==> config.mk <==
export PLATFORM = sky130hd
export DESIGN_NAME = fetch_issue_flat
export DESIGN_NICKNAME = d
export VERILOG_FILES = /design/src/rtl/fetch_issue_pkg.sv /design/src/rtl/fetch_issue_if.sv /design/src/rtl/fetch_issue_instr_buffer.sv /design/src/rtl/fetch_issue.sv /design/src/flat_wrapper.sv
export SDC_FILE = /design/constraint.sdc
export NUM_CORES = 1
export LEC_CHECK = 0
export ABC_CLOCK_PERIOD_IN_PS = 11600
export BUFFER_PORTS_ARGS = -buffer_cell sky130_fd_sc_hd__buf_2
export CORE_MARGIN = 4
export CORE_UTILIZATION = 25
export CTS_CLUSTER_SIZE = 14
export DETAILED_ROUTE_END_ITERATION = 10
export GPL_ROUTABILITY_DRIVEN = 0
export PLACE_DENSITY = 0.52
export SYNTH_ARGS = -nofsm -noshare
export SYNTH_HDL_FRONTEND = slang
export SYNTH_SLANG_ARGS = --single-unit
export TNS_END_PERCENT = 50
==> constraint.sdc <==
create_clock -name clk -period 11.6 [get_ports clk]
set_input_delay 0 -clock clk [delete_from_list [all_inputs] [get_ports clk]]
set_output_delay 0 -clock clk [all_outputs]
set_load 0.02 [all_outputs]
==> src/rtl/fetch_issue_pkg.sv <==
// Shared opcodes, NOP word and instruction-buffer entry type
// for the dual-issue fetch front end.
package fetch_issue_pkg;

  localparam logic [5:0] OP_RTYPE = 6'h00;
  localparam logic [5:0] OP_LW    = 6'h23;
  localparam logic [5:0] OP_SW    = 6'h2B;
  localparam logic [5:0] OP_BEQ   = 6'h04;
  localparam logic [5:0] OP_ADDI  = 6'h08;
  localparam logic [5:0] OP_J     = 6'h02;

  localparam logic [31:0] NOP = 32'h0;

  typedef struct packed {
    logic [31:0] instr;
    logic [31:0] pc;
  } ibuf_entry_t;

endpackage

==> src/rtl/fetch_issue_if.sv <==
// Instruction memory port: fetch address out, two
// combinational words (addr, addr+4) back.
interface fetch_issue_if;
  logic [31:0] imem_addr;
  logic [31:0] imem_rd0;
  logic [31:0] imem_rd1;

  modport master (
    output imem_addr,
    input  imem_rd0,
    input  imem_rd1
  );

  modport slave (
    input  imem_addr,
    output imem_rd0,
    output imem_rd1
  );
endinterface

==> src/rtl/fetch_issue_instr_buffer.sv <==
// Circular FIFO of {instr, pc}: two writes and up
// to two reads per cycle, head pair always visible.
module instr_buffer
  import fetch_issue_pkg::*;
#(
  parameter int DEPTH = 4
) (
  input  logic                     clk,
  input  logic                     reset,
  input  logic                     flush,
  input  logic                     push,
  input  ibuf_entry_t              wr0,
  input  ibuf_entry_t              wr1,
  input  logic [1:0]               npop,
  output ibuf_entry_t              rd0,
  output ibuf_entry_t              rd1,
  output logic [$clog2(DEPTH):0]   count
);

  localparam int AW = $clog2(DEPTH);
  localparam int CW = AW + 1;

  ibuf_entry_t    mem [DEPTH];
  logic [AW-1:0]  head;
  logic [AW-1:0]  tail;
  logic           wr;

  assign wr = push & ~flush & ~reset;

  always_ff @(posedge clk) begin
    if (wr) begin
      mem[tail]          <= wr0;
      mem[tail + AW'(1)] <= wr1;
    end
  end

  always_ff @(posedge clk) begin
    if (reset || flush) begin
      head  <= '0;
      tail  <= '0;
      count <= '0;
    end else begin
      head  <= head + AW'(npop);
      if (push)
        tail <= tail + AW'(2);
      count <= count
             + (push ? CW'(2) : CW'(0))
             - CW'(npop);
    end
  end

  assign rd0 = mem[head];
  assign rd1 = mem[head + AW'(1)];

endmodule

==> src/rtl/fetch_issue.sv <==
// Two-wide fetch into an instruction buffer, with in-order
// dual issue into decode when slot 2 has no hazard on slot 1.
module fetch_issue
  import fetch_issue_pkg::*;
#(
  parameter int BUF_DEPTH = 4
) (
  input  logic         clk,
  input  logic         reset,
  input  logic         stalld,
  input  logic         pcsrcd,
  input  logic [31:0]  pcbranchd,
  fetch_issue_if.master imem,
  output logic [31:0]  instrd,
  output logic [31:0]  instrd2,
  output logic [31:0]  pcplus4d,
  output logic [31:0]  pcplus4d2
);

  localparam int CW = $clog2(BUF_DEPTH) + 1;

  logic [31:0]   pc;
  logic [CW-1:0] count;
  logic [CW-1:0] free;
  logic          redirect;
  logic          fetch;
  logic          pair_ok;
  logic [1:0]    npop;
  logic [4:0]    dst1;
  logic [4:0]    dst2;
  ibuf_entry_t   head0;
  ibuf_entry_t   head1;
  ibuf_entry_t   wr0;
  ibuf_entry_t   wr1;

  // register 0 doubles as "no destination"
  function automatic logic [4:0] dest_of(
    input logic [31:0] i
  );
    logic [4:0] d;
    d = 5'd0;
    unique case (1'b1)
      i[31:26] == OP_RTYPE: d = i[15:11];
      i[31:26] == OP_LW,
      i[31:26] == OP_ADDI:  d = i[20:16];
      default:              d = 5'd0;
    endcase
    return d;
  endfunction

  assign imem.imem_addr = pc;

  assign free     = CW'(BUF_DEPTH) - count;
  assign redirect = pcsrcd & ~stalld;
  assign fetch    = (free >= CW'(2)) & ~redirect;

  assign wr0 = {imem.imem_rd0, pc};
  assign wr1 = {imem.imem_rd1, pc + 32'd4};

  assign dst1 = dest_of(head0.instr);
  assign dst2 = dest_of(head1.instr);

  always_comb begin
    pair_ok = 1'b1;
    if (head0.instr[31:26] == OP_BEQ ||
        head0.instr[31:26] == OP_J)
      pair_ok = 1'b0;
    if (dst1 != 5'd0 &&
        (dst1 == head1.instr[25:21] ||
         dst1 == head1.instr[20:16] ||
         dst1 == dst2))
      pair_ok = 1'b0;
  end

  always_comb begin
    npop = 2'd0;
    if (!stalld && !redirect) begin
      if (count >= CW'(2) && pair_ok)
        npop = 2'd2;
      else if (count != '0)
        npop = 2'd1;
    end
  end

  instr_buffer #(
    .DEPTH (BUF_DEPTH)
  ) u_buf (
    .clk   (clk),
    .reset (reset),
    .flush (redirect),
    .push  (fetch),
    .wr0   (wr0),
    .wr1   (wr1),
    .npop  (npop),
    .rd0   (head0),
    .rd1   (head1),
    .count (count)
  );

  always_ff @(posedge clk) begin
    if (reset)
      pc <= '0;
    else if (redirect)
      pc <= pcbranchd;
    else if (fetch)
      pc <= pc + 32'd8;
  end

  // bubbles keep the last PCs; only issued slots move them
  always_ff @(posedge clk) begin
    if (reset) begin
      instrd    <= NOP;
      instrd2   <= NOP;
      pcplus4d  <= '0;
      pcplus4d2 <= '0;
    end else if (!stalld) begin
      instrd  <= NOP;
      instrd2 <= NOP;
      case (npop)
        2'd2: begin
          instrd    <= head0.instr;
          instrd2   <= head1.instr;
          pcplus4d  <= head0.pc + 32'd4;
          pcplus4d2 <= head1.pc + 32'd4;
        end
        2'd1: begin
          instrd    <= head0.instr;
          pcplus4d  <= head0.pc + 32'd4;
          pcplus4d2 <= head0.pc + 32'd4;
        end
        default: ;
      endcase
    end
  end

endmodule

==> src/flat_wrapper.sv <==
// flat-port wrapper written by rule: the top's interface ports become plain ports
module fetch_issue_flat import fetch_issue_pkg::*;
#(
  parameter int BUF_DEPTH = 4
)
  (clk, reset, stalld, pcsrcd, pcbranchd, instrd, instrd2, pcplus4d, pcplus4d2, imem_imem_addr, imem_imem_rd0, imem_imem_rd1);
  fetch_issue_if imem_i ();
  input  logic clk;
  input  logic reset;
  input  logic stalld;
  input  logic pcsrcd;
  input  logic [31:0] pcbranchd;
  output logic [31:0] instrd;
  output logic [31:0] instrd2;
  output logic [31:0] pcplus4d;
  output logic [31:0] pcplus4d2;
  output wire logic [$bits(imem_i.imem_addr)-1:0] imem_imem_addr;
  input wire logic [$bits(imem_i.imem_rd0)-1:0] imem_imem_rd0;
  input wire logic [$bits(imem_i.imem_rd1)-1:0] imem_imem_rd1;
  assign imem_imem_addr = imem_i.imem_addr;
  assign imem_i.imem_rd0 = imem_imem_rd0;
  assign imem_i.imem_rd1 = imem_imem_rd1;
  fetch_issue #(.BUF_DEPTH(BUF_DEPTH)) u_core (.clk(clk), .reset(reset), .stalld(stalld), .pcsrcd(pcsrcd), .pcbranchd(pcbranchd), .imem(imem_i), .instrd(instrd), .instrd2(instrd2), .pcplus4d(pcplus4d), .pcplus4d2(pcplus4d2));
endmodule
==> metrics.md <==
| Metric | Value |
|---|---|
| Status | completed |
| Share of synthesized flip-flops with an asynchronous set or reset | 0% |
| Post-synthesis compound-gate area fraction | 8.10% |
| Syn Nets | 1,570 |
| Detailed-route wire length | 56,400 um |
| First-pass iteration count of the detailed router | 5 |
| Critical path type | flop to flop |
| Clock latency on the worst-skew pair | 570 ps |
| Gate Count Post-Synth | 1,457 |
| Worst-margin pin slew | 1270 ps |
| First-pass GRT wire length | 84,400 um |
| CP arrival | 7810 ps |
| CTS Buf Count | 46 |
| Cts repair resizes | 0 |
| CTS tree | done |
| P&R area growth vs syn | 26.2% |
| Flops & latches, synth | 418 |
| # Post-CTS Setup Buffers | 0 |
| Largest cells by area after synthesis | edfxtp_1, dfxtp_1, mux4_2 |
| CTS clock-pin slew for the worst setup and hold paths | 60 ps |
| Largest net degree at the start of global routing | 76 |
| Crit path required time | 12,090 ps |
| Peak supply drop | 137 uV |
| Grt ovf | 0 |
| Die Height | 285 um |
| Initial antenna violation count | 0 |
| Adder-cell share of the synthesized area | 0.887% |
| Final hold violations | 0 |
| Synth Flop Type | edfxtp_1 |
| Hold depth | 2 |
| Sw Share | 31.4% |
| Synth unique cells | 68 |
| Gr usage total | 13.4% |
| Fin crit share | 63.1% |
| Final setup fails | 0 |
| IO Pins | 260 |
| Max Slew Vio Count | 0 |
| CORE AREA | 75,900 um2 |
| Combinational power share | 25.4% |
| Via count | 13,400 |
| Die Footprint | 81,200 um2 |
| Post-synth top area share | 39.5% |
| Worst Path Max Fanout | 75 |
| Root Buffer | clkbuf_16 |
| FP Rows | 101 |
| Startpoint Class | flop |
| Number of flops mapped to enable cells by yosys | 252 |
| Setup TNS Final | 0 ps |
| Net Sw Power | 1.49 mW |
| Final core utilization | 31.9% |
| Ys Warns | 0 |
| Vias in the first global route | 13,600 |
| # DRC | 0 |
| Register area share after synthesis | 56.8% |
| Multiplexer share of the synthesized area | 15.0% |
| Internal power | 3.27 mW |
| Initial Util | 25.2% |
| Largest family of logic cells by synthesized area | multiplexers |
| Die span in x | 285 um |
| Clock share of power | 32.3% |
| Seq pwr share | 42.2% |
| Dpl hpwl | 39,900 um |
| Slew margin rel. | 15.3% |
| FMAX | 137 MHz |
| Total power density per cell area | 197 nW/um2 |
| Reg2Reg Depth | 16 |
| Avg Cell Area, Syn | 13.2 um2 |
| Htree depth | 2 |
| Worst Setup End Kind | flop |
| Lkg Pwr | 8.43 nW |
| Antenna violation net count after detailed routing | 0 |
| Longest Clk Path Bufs | 3 |
| # nets final | 1,911 |
| RSZ-0062 raised after global routing | no |
| ANT cells | 0 |
| Post-synth top area cell | edfxtp_1 |
| Post-synthesis simple-gate area fraction | 10.9% |
| Clock Sinks | 418 |
| Xor and xnor fraction of the mapped netlist area | 5.53% |
| Drt via density | 4.68 |
| Max-cap violations | 0 |
| Tmin final | 7310 ps |
| DRT iter0 DRCs | 839 |
| DR WL/cell | 19.7 um |
| Share of layout cells above drive strength 1 | 27.7% |
| Hold Path Class | input pin to flop |
| Port Buffers | 259 |
| Synthesized area | 19,200 um2 |
| Final Skew | 20.3 ps |
-- through the flow --
stage / total power [mW] / hold slack [ps] / instance area (um2) / setup slack, ps / std cells
floorplan: 2.86 / 98.9 / 19200 / 1150 / 1457
global placement: 3.21 / 191 / 21500 / 4390 / 2666
detailed placement: 3.23 / 194 / 21500 / 4210 / 2666
CTS: 4.82 / 114 / 24200 / 4190 / 2865
global route: 5.00 / 139 / 24200 / 3630 / 2865
finish: 4.76 / 146 / 24200 / 4290 / 2865
-- routing by layer --
| metal | GRT usage (%) | part of all wire, % | wire, um | vias to the layer above |
|---|---|---|---|---|
| met3 | 3.23 | 6.2 | 3490 | 75 |
| met5 | 0 | 0 | 0 | - |
| met2 | 21.3 | 45 | 25600 | 343 |
| met4 | 4.18 | 2.9 | 1640 | 0 |
| met1 | 18.2 | 45 | 25600 | 6747 |
| li1 | - | - | - | 6232 |
-- worst paths after layout --
path | endpoint | slack (ps) | start
worst max-delay path | u_core.pcplus4d2[31]$_SDFFE_PP0P_ | 4290 | u_core.u_buf.head[0]$_SDFF_PP0_
worst min-delay path | u_core.u_buf.mem[2][61]$_DFFE_PP_ | 150 | imem_imem_rd0[29]
worst max register to register | u_core.pcplus4d2[31]$_SDFFE_PP0P_ | 4290 | u_core.u_buf.head[0]$_SDFF_PP0_
worst min register to register | u_core.pcplus4d2[4]$_SDFFE_PP0P_ | 450 | u_core.pcplus4d2[4]$_SDFFE_PP0P_
-- layout make-up --
class / instances / area, um2
multi-input cells: 926 / 7770
well taps: 1030 / 1290
inverters: 15 / 56.3
fillers: 7515 / 51800
clock inverters: 26 / 308
flip-flops and latches: 418 / 10900
repair buffers: 391 / 2570
clock buffers: 59 / 1300
-- layout by cell type (no fill, tap or decap), drive strengths merged, types with 17 or more instances in the layout --
cell type,netlist,layout
a211oi,48,48
dfxtp,166,166
nand3,39,39
buf,36,277
dlygate4sd3,0,114
nand2,105,105
nor2,186,186
xor2,49,49
nor3,25,25
xnor2,72,72
clkbuf,62,59
a22oi,71,71
nand4,20,20
mux4,123,123
a21oi,32,32
inv,14,17
clkinv,1,18
edfxtp,252,252
-- critical path: stages, from the launching register on --
cell and delay (ps):
dfxtp_4 850, buf_4 810, mux4_2 720, and4b_1 270, o211a_1 250, o211a_1 210
nor4_1 360, nand4_1 170, o211ai_2 140, a21oi_1 110, nor4_1 450, ha_2 430
nor2_4 950, buf_4 750, nand3_1 180, or3b_1 400, o211ai_1 90
-- logic make-up (layout without fill, tap and decap cells) --
group,after synthesis,in the layout
flip-flops,418,418
adder cells (fa/ha/maj),13,13
multiplexers,133,133
AO/OA/AOI/OAI,212,212
XOR/XNOR,121,121
AND/OR/NAND/NOR,447,447
buffers and inverters,113,491
-- state kept, by name, indices dropped and copies added, names as in the netlist --
name / flops
u_core.u_buf.head: 2
u_core.imem.imem_addr: 32
u_core.u_buf.mem: 252
u_core.instrd2: 32
u_core.instrd: 32
u_core.u_buf.count: 3
u_core.pcplus4d2: 32
u_core.u_buf.tail: 1
u_core.pcplus4d: 32
-- timing repair --
item	in CTS	in global routing
hold buffers	114	0
hold endpoints to repair	166	0
endpoints found under the setup margin	0	0
-- cell usage after synthesis (8+ instances only) --
| master | number |
|---|---|
| a211oi_1 | 48 |
| a21oi_1 | 32 |
| a22oi_1 | 71 |
| and3_1 | 10 |
| buf_1 | 9 |
| buf_2 | 11 |
| buf_4 | 8 |
| clkbuf_1 | 61 |
| dfxtp_1 | 166 |
| edfxtp_1 | 252 |
| ha_1 | 12 |
| inv_1 | 14 |
| mux2i_1 | 9 |
| mux4_2 | 123 |
| nand2_1 | 105 |
| nand3_1 | 38 |
| nand4_1 | 20 |
| nor2_1 | 185 |
| nor3_1 | 24 |
| o211ai_1 | 15 |
| o21ai_0 | 11 |
| xnor2_1 | 72 |
| xor2_1 | 49 |
-- power groups by stage --
stage | clock [mW] | combinational [mW] | sequential (mW)
2_1_floorplan | 0 | 0.765 | 2.09
3_3_place_gp | 0 | 1.18 | 2.03
3_5_place_dp | 0 | 1.19 | 2.04
4_1_cts | 1.58 | 1.23 | 2.01
5_1_grt | 1.64 | 1.32 | 2.04
6_report | 1.54 | 1.21 | 2.01
(Power assumes the default switching activity.)
